===== src/rtl/uart_rx_deframer.sv =====
// UART receive deframer: 2-flop synchronizer, start/data/stop framing FSM, output storage.
// Define UART_RX_FIFO_EN for a 4-entry FIFO; otherwise a single holding register is used.
module uart_rx_deframer #(
  parameter int DATA_WIDTH  = 8,
  parameter int BAUD_RATE   = 115200,
  parameter int CLOCK_SPEED = 100000000
) (
  input  logic                  clk,
  input  logic                  rst,
  input  logic                  rtx,
  output logic [DATA_WIDTH-1:0] data_o,
  output logic                  valid_o,
  input  logic                  ready_i,
  output logic                  frame_err_o,
  output logic                  overrun_o,
  output logic                  busy_o
);

  localparam int CLKS_PER_BIT = CLOCK_SPEED / BAUD_RATE;
  localparam int HALF_BIT     = CLKS_PER_BIT / 2;
  localparam int TW           = $clog2(CLKS_PER_BIT + 1);
  localparam int IW           = $clog2(DATA_WIDTH + 1);
  localparam logic [TW-1:0] BIT_END  = TW'(CLKS_PER_BIT - 1);
  localparam logic [TW-1:0] HALF_END = TW'(HALF_BIT - 1);
  localparam logic [IW-1:0] LAST_IDX = IW'(DATA_WIDTH - 1);

  typedef enum logic [2:0] {
    IDLE      = 3'd0,
    START     = 3'd1,
    DATA      = 3'd2,
    STOP      = 3'd3,
    WAIT_IDLE = 3'd4
  } state_t;

  state_t                 state_q, state_d;
  logic [TW-1:0]          timer_q, timer_d;
  logic [IW-1:0]          bit_idx_q, bit_idx_d;
  logic [DATA_WIDTH-1:0]  shift_q, shift_d;
  logic                   sync1_q, sync2_q;
  logic                   frame_err_q, frame_err_d;
  logic                   overrun_q;
  logic                   push, pop, full;
  logic                   line;

  always_ff @(posedge clk or negedge rst) begin
    if (!rst) begin
      sync1_q <= 1'b1;
      sync2_q <= 1'b1;
    end else begin
      sync1_q <= rtx;
      sync2_q <= sync1_q;
    end
  end

  assign line = sync2_q;

  always_ff @(posedge clk or negedge rst) begin
    if (!rst) begin
      state_q     <= IDLE;
      timer_q     <= '0;
      bit_idx_q   <= '0;
      shift_q     <= '0;
      frame_err_q <= 1'b0;
    end else begin
      state_q     <= state_d;
      timer_q     <= timer_d;
      bit_idx_q   <= bit_idx_d;
      shift_q     <= shift_d;
      frame_err_q <= frame_err_d;
    end
  end

  always_comb begin
    state_d     = state_q;
    timer_d     = timer_q + 1'b1;
    bit_idx_d   = bit_idx_q;
    shift_d     = shift_q;
    frame_err_d = 1'b0;
    push        = 1'b0;
    unique case (state_q)
      IDLE: begin
        timer_d = '0;
        if (!line) state_d = START;
      end
      START: begin
        if (timer_q == HALF_END) begin
          timer_d   = '0;
          bit_idx_d = '0;
          // A start bit that is high again at mid-bit was a glitch.
          state_d   = line ? IDLE : DATA;
        end
      end
      DATA: begin
        if (timer_q == BIT_END) begin
          timer_d = '0;
          shift_d = {line, shift_q[DATA_WIDTH-1:1]};
          if (bit_idx_q == LAST_IDX) state_d = STOP;
          else bit_idx_d = bit_idx_q + 1'b1;
        end
      end
      STOP: begin
        if (timer_q == BIT_END) begin
          timer_d = '0;
          if (line) begin
            push    = 1'b1;
            state_d = IDLE;
          end else begin
            frame_err_d = 1'b1;
            state_d     = WAIT_IDLE;
          end
        end
      end
      WAIT_IDLE: begin
        timer_d = '0;
        if (line) state_d = IDLE;
      end
      default: state_d = IDLE;
    endcase
  end

  assign pop = valid_o && ready_i;

  always_ff @(posedge clk or negedge rst) begin
    if (!rst) overrun_q <= 1'b0;
    else      overrun_q <= push && full && !pop;
  end

`ifdef UART_RX_FIFO_EN
  logic [DATA_WIDTH-1:0] mem_q [4];
  logic [1:0]            wr_ptr_q, rd_ptr_q;
  logic [2:0]            count_q;
  logic                  wr_en;

  assign full    = (count_q == 3'd4);
  assign valid_o = (count_q != 3'd0);
  assign data_o  = mem_q[rd_ptr_q];
  // When full, a simultaneous pop frees the head slot that wr_ptr points at.
  assign wr_en   = push && (!full || pop);

  always_ff @(posedge clk or negedge rst) begin
    if (!rst) begin
      for (int i = 0; i < 4; i++) mem_q[i] <= '0;
      wr_ptr_q <= '0;
      rd_ptr_q <= '0;
      count_q  <= '0;
    end else begin
      if (wr_en) begin
        mem_q[wr_ptr_q] <= shift_q;
        wr_ptr_q        <= wr_ptr_q + 1'b1;
      end
      if (pop) rd_ptr_q <= rd_ptr_q + 1'b1;
      unique case ({wr_en, pop})
        2'b10:   count_q <= count_q + 3'd1;
        2'b01:   count_q <= count_q - 3'd1;
        default: count_q <= count_q;
      endcase
    end
  end
`else
  logic [DATA_WIDTH-1:0] hold_q;
  logic                  hold_valid_q;

  assign full    = hold_valid_q;
  assign valid_o = hold_valid_q;
  assign data_o  = hold_q;

  always_ff @(posedge clk or negedge rst) begin
    if (!rst) begin
      hold_q       <= '0;
      hold_valid_q <= 1'b0;
    end else if (push && (!hold_valid_q || pop)) begin
      hold_q       <= shift_q;
      hold_valid_q <= 1'b1;
    end else if (pop) begin
      hold_valid_q <= 1'b0;
    end
  end
`endif

  assign frame_err_o = frame_err_q;
  assign overrun_o   = overrun_q;
  assign busy_o      = (state_q != IDLE);

endmodule


===== config.mk =====
export PLATFORM = sky130hd
export DESIGN_NAME = uart_rx_deframer
export DESIGN_NICKNAME = d
export VERILOG_FILES = /design/src/rtl/uart_rx_deframer.sv
export SDC_FILE = /design/constraint.sdc
export NUM_CORES = 1
export LEC_CHECK = 0
export CAP_MARGIN = 40
export CORE_MARGIN = 5
export CORE_UTILIZATION = 38
export CTS_CLUSTER_DIAMETER = 60
export DETAILED_ROUTE_END_ITERATION = 8
export PLACE_DENSITY = 0.67
export SYNTH_ARGS = -nofsm -noshare
export SYNTH_HDL_FRONTEND = slang
export SYNTH_SLANG_ARGS = --single-unit

===== constraint.sdc =====
create_clock -name clk -period 4.2 [get_ports clk]
set_clock_uncertainty 0.2 [all_clocks]
set_input_delay 0.42 -clock clk [delete_from_list [all_inputs] [get_ports clk]]
set_output_delay 0.42 -clock clk [all_outputs]
set_load 0.05 [all_outputs]

# After elaboration in Yosys (flattened, before gate mapping)
# Cells that the tools add are included.
# classes
add_sub_neg	2
eq_ne	14
n_mux	24
n_reduce_logical	16
# ops
operator	n
$pmux 10 s3	1
$mux 3	7
$mux 10	2
$pmux 3 s5	1
$ne 2x2->1 const B	7
$mux 4	3
$add 10x1->10 const B	1
$eq 10x10->1 const B	1
$eq 10x9->1 const B	1
$mux 1	8
$pmux 4 s2	1
$eq 3x2->1 const B	2
$reduce_and 6->1	1
$add 4x1->4 const B	1
$eq 4x3->1 const B	1
$logic_and 1x1->1	4
$reduce_and 4->1	1
$reduce_bool 2->1	2
$reduce_or 2->1	2
$eq 3x1->1 const B	1
$eq 3x3->1 const B	1
$logic_not 3->1	1
$reduce_bool 3->1	1
$logic_not 1->1	2
other kinds (3)	3
# word_totals
regBits	38
inputBits	4
out_inout_bits	12
wordCells	66

# Depth between registers and ports, before layout
# logic_depth
depth_word	5
mapped_depth	6
depth_no_buf	6

# Worst setup path after synthesis
# Ideal clock, no wire load.
# synth_path
path_kind	register -> register
startpoint	register timer_q[0]
endpoint	register timer_q[2]
setup_ps	144
arrival_ps	1647
required_ps	3856
slack_ps	2209
stages_incl_launch_ff	6
n_path_buf	0
synth_period_minus_slack_ps	1991
path_cell_list	dfrtp_1 -> ha_1 -> nand4bb_4 -> or3_1 -> a211oi_2 -> nor3_1
# synth_via
elab_chain_len	3
word_cells_on_any_way	6
classes_between	add/sub (1); eq/ne (2); mux (3)
# synth_lines
element	line_no	rtl
start: declaration	36	logic [TW-1:0] timer_q, timer_d;
start signal: assignment	66	timer_q <= timer_d;
$add 10x1->10 (tied with other cells)	75	timer_d = timer_q + 1'b1;
$mux 10, on equally long branches	94, 102, 86	
$pmux 10 s3 (*)	80	unique case (state_q)
via timer_d[2]	36	
# The timed path passes the listed nets; every way through them passes the cells marked *.
# A chain may end at the register's enable or synchronous reset.

# Worst setup path in the final report
# layout_path
startpoint	register state_q[0]
endpoint	output busy_o
# layout_via
elab_chain_len	1
# layout_lines
element	line_no	rtl
start: declaration	35	state_t state_q, state_d;
start signal: assignment	65	state_q <= state_d;
$reduce_bool 3->1	182	assign busy_o = (state_q != IDLE);
end: declaration	16	output logic busy_o
# Every way passes these cells.

==> run summary <==
The worst path uses 58.7% of the clock period. Transition time of the tightest slew-check pin: 0.817 ns. The core region is 4440 um^2. The parity-gate share of the synthesized area counting xor and xnor cells is 3.96%, and the number of cell rows is 24. Summing all multi-input logic gate instances after layout gives 795 um^2. The post-synthesis share of cell area spent on full adders, half adders and majority gates came out at 2.12%.

The tools report the number of antenna violations at the first check in global routing as 0. TritonCTS built the clock tree. The number of clock buffers inserted by TritonCTS came out at 5.

The utilization after layout was 47.2%; the antenna violation net count after detailed routing was 0. Multiplexer cells account for 10.2% of the synthesized area. At the later pin of the worst-skew pair, clock insertion delay measures 0.28 ns. Synthesis inferred 38 register bits. The tools report the number of global-route vias before repair as 1187. For the boundary pin count, the log shows 16.

The tools report the final cell area excluding filler cells as 2100 um^2. Count of cells resized by post-cts repair: 0. The overall global routing resource usage was 11.8%. The weighted congestion reported at the end of routability-driven placement was 0.808; the total iterations of the first detailed-routing run was 4. The final layout contains 173 nets. The predominant post-synthesis flop cell was sky130_fd_sc_hd__dfrtp_1. Max-cap violations in this run came to 0. Using the TritonRoute via totals, the vias-per-cell ratio works out to 5.32. For the total length of routed wires, the log shows 3.24 mm.

At the worst endpoint, the required time is 3.58 ns. The smallest clock period supported by the final layout is computed as 2.47 ns. The delay of the slowest critical-path stage is 0.80 ns, and the area of placed instances is 1980 um^2. The flow ran to the end, and the final reports show no timing, DRC or antenna violations. The type of the most critical hold path is primary input to async pin. Data arrives at the worst endpoint at 1.85 ns. CTS placed an instance of sky130_fd_sc_hd__clkbuf_8 at the clock tree root. The area fraction in compound gates after synthesis came out at 5.51%. In this run the power density over the cells is 328 nW/um^2. The cell area that synthesis handed to floorplanning was 1770 um^2.

The number of hold-slack violations in the final timing report came out at 0. The die covers 6120 um^2. The tools report the via count as 1164. The total of buffers placed on input and output ports was 15. Setup repair after global routing left no endpoint under its margin. Once the floorplan was initialized, standard cells occupied 39.8% of the core. The number of max-slew violations in the final report came out at 0. The critical path goes through nor2_1 > buf_4 > nand2_1 > clkdlybuf4s50_1.

After synthesis, the share of flip-flops with an asynchronous set or reset is 100%. The clock passes through at most 2 buffers. Across the VDD grid, the largest voltage drop is 0.184 mV. The count of endpoints failing setup in the final report is 0. After the first detailed-routing iteration, the DRC count stood at 70. The timing-limited maximum frequency is 405 MHz. After detailed routing, the average wire length per cell comes to 14.8 um.

The residual overflow from global routing was 0; the portion of synthesized cell area occupied by the leading cell type was 50.9%. Counting every net in the synthesized netlist gives 152. Yosys attributes the largest share of cell area to sky130_fd_sc_hd__dfrtp_1 (51%), sky130_fd_sc_hd__mux2_2 (10%), sky130_fd_sc_hd__nor3_1 (3.7%). In the final layout, the share of cells above drive strength 1 is 22.2%. The repair_antennas step left the layout with diodes totalling 0.

The run gives 0.977 nW as the leakage power of the design. The placed wire-length estimate after detailed placement is 2.33 mm, and the number of synthesized flops with an enable pin is 0. The combined flip-flop and latch cell area was 953 um^2; the maximum fanout encountered on the critical timing path was 12.

Endpoint kind of the worst setup timing path: an output port. Averaged over all synthesized cells, the footprint is 12.2 um^2. The total negative slack was 0 ns; the number of clock sinks was 38. The synthesized netlist devotes 23.1% of its cell area to simple gates. The clock edge transition at the registers on the reported setup and hold paths was 0.07 ns. On the critical path, the stage with the largest delay is an instance of sky130_fd_sc_hd__clkdlybuf4s50_1. Of the synthesized area, sequential elements account for 53.9%.

Synthesis produced a netlist whose cell count is 145. By area, the combinational part of the netlist is dominated by simple AND/OR/NAND/NOR gates. The die is 78.3 um wide. From synthesis to final layout, the design area changed by 18.4%. The first global-routing pass estimated 5.72 mm of wire.

The logs give 2 for the number of H-tree levels and 0 for the hold buffer count at CTS. The classification of the worst setup path was flop to output port. The worst pin sits at a relative slew slack of 45.6%. The category of the worst setup path launch point is a flop. The tools report the count of different cell masters after synthesis as 41. The floorplan step set the die height to 78.3 um.

During synthesis, Yosys emitted a total of 0 warnings. The DRC violations left came out at 0. Maximum number of pins on one net before global-route repair: 39. Once the clock tree was built, the setup fixing pass inserted 0 buffers. The top cell type by total area after synthesis was sky130_fd_sc_hd__dfrtp_1. The filler cells instantiated in the layout total 413.
-- registers in the layout, indices dropped and copies added, names as in the netlist --
name and flops:
bit_idx_q 4, data_o 8, frame_err_o 1, line 1
overrun_o 1, shift_q 8, state_q 3, sync1_q 1
timer_q 10, valid_o 1
-- cell families after synthesis --
| logic type | Yosys count |
|---|---|
| AOI/OAI and AO/OA | 11 |
| xor gates and xnor gates | 8 |
| adders and majority gates | 3 |
| buffers and inverters | 6 |
| DFF | 38 |
| muxes | 16 |
| and+or+nand+nor | 63 |
-- cell usage after synthesis (all sizes together) (3+ instances only) --
cell and count:
dfrtp 36, mux2 16, nor3 14, nor2 9, nand2 7, nand3 7
and3 6, xnor2 6, inv 4, a211o 3, ha 3
-- power breakdown --
group | leakage (nW) | switching [mW] | internal [mW]
clock | 0.0585 | 0.116 | 0.193
sequential | 0.509 | 0.000975 | 0.368
combinational | 0.410 | 0.00717 | 0.00227
-- layer usage --
layer | global-route usage [%] | vias to the layer above | wire length (um)
met5 | 0 | - | 0
li1 | - | 575 | -
met4 | 6.82 | 0 | 83
met2 | 18.5 | 14 | 1580
met1 | 15.3 | 568 | 1520
met3 | 2.40 | 7 | 61
-- through the flow --
step | instances | power, mW | worst slack (ns) | hold slack (ns)
global placement | 211 | 0.385 | 2.05 | 0.148
finish | 219 | 0.688 | 1.73 | 0.0346
detailed placement | 211 | 0.386 | 1.94 | 0.151
CTS | 219 | 0.699 | 1.72 | 0.0614
floorplan | 145 | 0.376 | 2.21 | -0.0756
global route | 219 | 0.721 | 1.67 | 0.108
-- final cells by class --
class / instances / share of cell area [%]
Timing Repair Buffer: 16 / 7.28
Multi-Input combinational cell: 101 / 37.9
Tap cell: 52 / 3.10
Clock buffer: 7 / 4.12
Sequential cell: 38 / 45.5
Clock inverter: 1 / 1.43
Inverter: 4 / 0.716
-- worst max-delay path: cells and delay by family (launching register included) --
kind | cells | cell delay (ns)
simple gates | 2 | 0.13
flops | 1 | 0.45
buf+inv | 2 | 0.98
-- placed cells by master, fill, tap and decap left out, drive strengths merged, types with 2 or more instances in the layout --
| master | instances |
|---|---|
| and4b | 2 |
| xnor2 | 6 |
| nor3 | 14 |
| a211o | 3 |
| clkdlybuf4s50 | 14 |
| or3 | 2 |
| dfrtp | 36 |
| nand4 | 2 |
| and3 | 6 |
| dfstp | 2 |
| inv | 4 |
| clkbuf | 7 |
| nor3b | 2 |
| nand3 | 7 |
| xor2 | 2 |
| nor2 | 9 |
| nor4 | 2 |
| mux2 | 16 |
| ha | 3 |
| buf | 2 |
| or2 | 2 |
| nand2 | 7 |
-- worst paths after layout --
path / from / endpoint / slack [ns] / cells after the start
min reg2reg: sync1_q / line / 0.16 / 0
min: rst / timer_q[3] / 0.03 / 1
max in group asynchronous: rst / shift_q[7] / 3.25 / 1
max: state_q[0] / busy_o / 1.73 / 4
min in group clk: sync1_q / line / 0.16 / 0
max reg2reg: timer_q[0] / timer_q[3] / 1.94 / 5
No activity file was read; power rests on OpenSTA's default activity.
